## src/rtl/mux_nx1_scan.sv

```systemverilog
// Registered N-to-1 lane multiplexer with a valid/ready output stage.
// A lane is chosen by a direct select, or by a round-robin scan that
// skips masked-off channels. Every output sample carries its channel.
//
// Ports:
//   clk        rising-edge clock
//   rst        synchronous active-high reset
//   data_in    CHANNELS packed lanes, lane k = data_in[k*WIDTH +: WIDTH]
//   sel        manual channel select (mode = 0)
//   mode       0 = manual select, 1 = auto scan
//   ch_en      scan enable mask, bit k lets channel k be scanned
//   out_data   registered sample
//   out_ch     channel index of out_data
//   out_valid  sample held and not yet accepted
//   out_ready  downstream accepts when out_valid && out_ready
//   scan_done  one-cycle pulse when the scan pointer wraps after a capture
module mux_nx1_scan #(
    parameter int WIDTH    = 8,
    parameter int CHANNELS = 8,
    parameter int SEL_W    = 3
) (
    input  logic                      clk,
    input  logic                      rst,
    input  logic [CHANNELS*WIDTH-1:0] data_in,
    input  logic [SEL_W-1:0]          sel,
    input  logic                      mode,
    input  logic [CHANNELS-1:0]       ch_en,
    output logic [WIDTH-1:0]          out_data,
    output logic [SEL_W-1:0]          out_ch,
    output logic                      out_valid,
    input  logic                      out_ready,
    output logic                      scan_done
);

    logic [WIDTH-1:0] data_q, data_d;
    logic [SEL_W-1:0] ch_q, ch_d;
    logic             valid_q, valid_d;
    logic             done_q, done_d;
    logic [SEL_W-1:0] ptr_q, ptr_d;

    logic             load;
    logic [SEL_W-1:0] nxt_ptr;
    logic             nxt_found;

    // Lane lookup; indices outside the populated range read as zero.
    function automatic logic [WIDTH-1:0] lane_of(
        input logic [CHANNELS*WIDTH-1:0] din,
        input logic [SEL_W-1:0]          idx
    );
        logic [WIDTH-1:0] v;
        v = '0;
        for (int k = 0; k < CHANNELS; k++) begin
            if (SEL_W'(k) == idx) begin
                v = din[k*WIDTH +: WIDTH];
            end
        end
        return v;
    endfunction

    // Next enabled channel strictly after ptr_q, searched circularly.
    // When ptr_q is the only enabled channel the search lands on itself.
    always_comb begin
        int               idx;
        logic [SEL_W-1:0] idx_s;
        nxt_found = 1'b0;
        nxt_ptr   = ptr_q;
        idx       = 0;
        idx_s     = '0;
        for (int i = 1; i <= CHANNELS; i++) begin
            idx   = (int'(ptr_q) + i) % CHANNELS;
            idx_s = SEL_W'(idx);
            if (!nxt_found && ch_en[idx_s]) begin
                nxt_found = 1'b1;
                nxt_ptr   = idx_s;
            end
        end
    end

    assign load = !valid_q || out_ready;

    always_comb begin
        data_d  = data_q;
        ch_d    = ch_q;
        valid_d = valid_q;
        ptr_d   = ptr_q;
        done_d  = 1'b0;
        if (load) begin
            if (!mode) begin
                ch_d    = sel;
                valid_d = 1'b1;
                if (int'(sel) < CHANNELS) begin
                    data_d = lane_of(data_in, sel);
                end else begin
                    data_d = '0;
                end
            end else if (nxt_found) begin
                ptr_d = nxt_ptr;
                if (ch_en[ptr_q]) begin
                    data_d  = lane_of(data_in, ptr_q);
                    ch_d    = ptr_q;
                    valid_d = 1'b1;
                    // Wrap includes the single-enabled-channel case.
                    done_d  = (nxt_ptr <= ptr_q);
                end else begin
                    valid_d = 1'b0;
                end
            end else begin
                valid_d = 1'b0;
            end
        end
    end

    always_ff @(posedge clk) begin
        if (rst) begin
            data_q  <= '0;
            ch_q    <= '0;
            valid_q <= 1'b0;
            done_q  <= 1'b0;
            ptr_q   <= '0;
        end else begin
            data_q  <= data_d;
            ch_q    <= ch_d;
            valid_q <= valid_d;
            done_q  <= done_d;
            ptr_q   <= ptr_d;
        end
    end

    assign out_data  = data_q;
    assign out_ch    = ch_q;
    assign out_valid = valid_q;
    assign scan_done = done_q;

endmodule

```

## config.mk

```make
export PLATFORM = sky130hd
export DESIGN_NAME = mux_nx1_scan
export DESIGN_NICKNAME = d
export VERILOG_FILES = /design/src/rtl/mux_nx1_scan.sv
export SDC_FILE = /design/constraint.sdc
export NUM_CORES = 1
export LEC_CHECK = 0
export ABC_AREA = 1
export ABC_CLOCK_PERIOD_IN_PS = 6100
export BUFFER_PORTS_ARGS = -buffer_cell sky130_fd_sc_hd__buf_4
export CORE_MARGIN = 8
export CORE_UTILIZATION = 50
export CTS_BUF_LIST = sky130_fd_sc_hd__clkbuf_8
export CTS_CLUSTER_DIAMETER = 200
export DETAILED_ROUTE_END_ITERATION = 10
export PLACE_DENSITY = 0.79
export SYNTH_ARGS = -nofsm -noshare
export SYNTH_HDL_FRONTEND = slang
export SYNTH_SLANG_ARGS = --single-unit
```

## constraint.sdc

```tcl
create_clock -name clk -period 6.1 [get_ports clk]
set_input_delay 0.915 -clock clk [delete_from_list [all_inputs] [get_ports clk]]
set_output_delay 0.915 -clock clk [all_outputs]
set_load 0.02 [all_outputs]
```

==> run metrics <==
Power, Total=1.690 mW; syn nets=579; run status=complete, no violations; vias in the first global route=3579; placed insts=639; RSZ-0062 raised after global routing=false; Die Wd=90.10 µm; Crit. Startpoint=ptr_q[0]; CTS H-tree depth=1; Initial DRC Count=261; Worst-Margin Slew=0.8265 ns; drt total wl=9.514 mm; first-pass GRT wire length=16.30 mm; Crit path depth=18; commonest non-fill, non-tap cells in the layout=149 x nand2_1, 91 x buf_4, 77 x inv_1; CP Capture Point=scan_done; Setup TNS=0 ns; num rows=27; Initial Utilization=50.79%; Worst Skew=0.001027 ns; vias=3630; leakage power=1.922 nW; # diodes=0; core area=5405 µm²; Post-CTS Hold Buffers=0; GRT overflow=0; post-detailed-route count of antenna-violating nets=0; pin count of the biggest net entering global routing=19; Crit Path Class=reg2reg; Post-Layout Cell Count=643; cts repair resizes=0; R2R depth=18; critical path fanouts, max=15; critical-path cell list=inv_2, ha_1, inv_2, nand3_1, nand3_1, nand2_4, nor2_8, nand4_4, nor2_4, nand2_1, inv_1, nand2_1, nand2_1, inv_1, ha_1, a21oi_1, a32oi_1, nor4_1; Sink Count=16; post-synthesis cell type count=43; CP max stage cell=dfxtp_1; R2R Setup Slk=2.51 ns; Final Max Tran Viols=0; maximum vdd drop=0.0003979 V; Worst Path Required=6.26 ns; Most used DFF post-synth=dfxtp_1; cell family with most CP delay=simple AND/OR/NAND/NOR gates; worst path arrival time=3.75 ns; vias per inst=5.645; commonest non-fill, non-tap cell in the layout=nand2_1; fin area=3482 µm²; CP dominant cell by count=nand2_1; CTS tree=yes; max-cap violation count=0; Hold Path Class=reg2reg; number of flops mapped to enable cells by yosys=0; gr usage total=23.28%; reg2reg end=scan_done; Pre-antenna DRT Iters=5; Synth Warn #=0; GP Congestion=0.9302; slew margin rel.=44.48%; Reg2Reg Launch Point=ptr_q[0]; Ports=92; Worst-path clk slew=0.06 ns; CTS Buffer Depth=2; Post-Synthesis Cells=490; # port buffers=91; filler instances=558; Final Core Density=64.42%; share of layout cells above drive strength 1=23.47%; DP HPWL=7.875 mm; post-route minimum period=3.587 ns; Skew-Pair Late Insertion Delay=0.25 ns; Synth Cell Area=2745 µm²; Post-synth ARST share=0%; Bufs and invs on worst path=4; final setup fails=0; Placed Area=3427 µm²; Max Freq=278.8 MHz; critical path's largest stage delay=0.68 ns; Hold Slack=0.5267 ns; CP Launch Type=register; DRC errors left=0; Pwr per Cell Area=485.2 nW/µm²; synthesis-to-layout area growth=26.85%; synthesized area per cell=5.602 µm²; initial antenna violation count=0; CTS buffer count=3; dpl ws=2.552 ns; DR WL/cell=14.80 µm; Nets=661; CTS root buffer=clkbuf_8; final worst-path cycle share=58.80%; #FFs+latches synth=16; die area=8117 µm²; final worst slack=2.513 ns; CP endpoint kind=register; die height=90.10 µm; register area share after synthesis=11.67%; Fin. Hold Viols=0; Post-CTS Setup Inserts=0
-- layout make-up --
class | instances | area [µm²] | share of cell area (%)
Sequential cell | 16 | 320.3 | 9.199
Timing Repair Buffer | 91 | 683.2 | 19.62
Tap cell | 72 | 90.09 | 2.587
Inverter | 86 | 322.8 | 9.271
Multi-Input combinational cell | 374 | 2011 | 57.74
Clock buffer | 4 | 55.05 | 1.581
-- cell families after synthesis --
family	synth area share, %
AOI/OAI and AO/OA	22.24
adders and majority gates	4.558
DFF	11.67
buffers and inverters	15.09
and+or+nand+nor	45.21
xor gates and xnor gates	1.231
-- tightest hold or removal path, cell delays in order (launching register included) --
cell     delay (ns)
dfxtp_1        0.31
o21ai_1        0.12
a21oi_1        0.05
-- flip-flops by register name, indices dropped and copies added (netlist names) --
| signal | count |
|---|---|
| out_valid | 1 |
| scan_done | 1 |
| out_ch | 3 |
| ptr_q | 3 |
| out_data | 8 |
-- synth_stat cells (3+ instances only) --
library cell / n / area [µm²]
dfxtp_1: 16 / 320.3
nand2_1: 149 / 559.3
buf_6: 4 / 45.04
o211ai_1: 6 / 45.04
clkinv_1: 4 / 15.01
or2_2: 5 / 31.28
nand4_1: 4 / 25.02
inv_1: 77 / 289.0
clkbuf_1: 7 / 26.28
nand2_2: 8 / 50.05
o2111ai_1: 6 / 52.55
o21ai_1: 3 / 15.01
inv_2: 5 / 18.77
a31oi_1: 5 / 31.28
nor4_1: 4 / 25.02
nand3_1: 40 / 200.2
nor2_1: 29 / 108.9
nand3_2: 6 / 60.06
nor3_1: 4 / 20.02
o22ai_1: 8 / 50.05
ha_1: 10 / 125.1
a21oi_1: 35 / 175.2
o221ai_1: 8 / 70.07
o21ai_0: 23 / 115.1
nand2_4: 3 / 33.78
-- metal layers --
layer,track usage (%),vias up,part of all wire (%)
met5,0,-,0
met4,7.906,0,3.1
met3,2.577,27,5.6
met2,43.80,160,50
met1,26.29,1663,41
li1,-,1780,-
-- how the worst min path moves through the flow --
stage,start,end,slack [ns],cells after the start
2_1_floorplan,out_data[2],out_data[2],0.59,2
3_3_place_gp,out_data[4],out_data[4],0.51,2
3_5_place_dp,out_data[2],out_data[2],0.51,2
4_1_cts,out_data[2],out_data[2],0.53,2
5_1_grt,out_data[4],out_data[4],0.55,2
6_report,out_data[2],out_data[2],0.53,2
-- power breakdown --
part | internal [mW] | total (mW) | switching, mW
clock | 0.0573 | 0.0927 | 0.0355
sequential | 0.144 | 0.195 | 0.0510
combinational | 0.512 | 1.40 | 0.889
(Power assumes the default switching activity.)
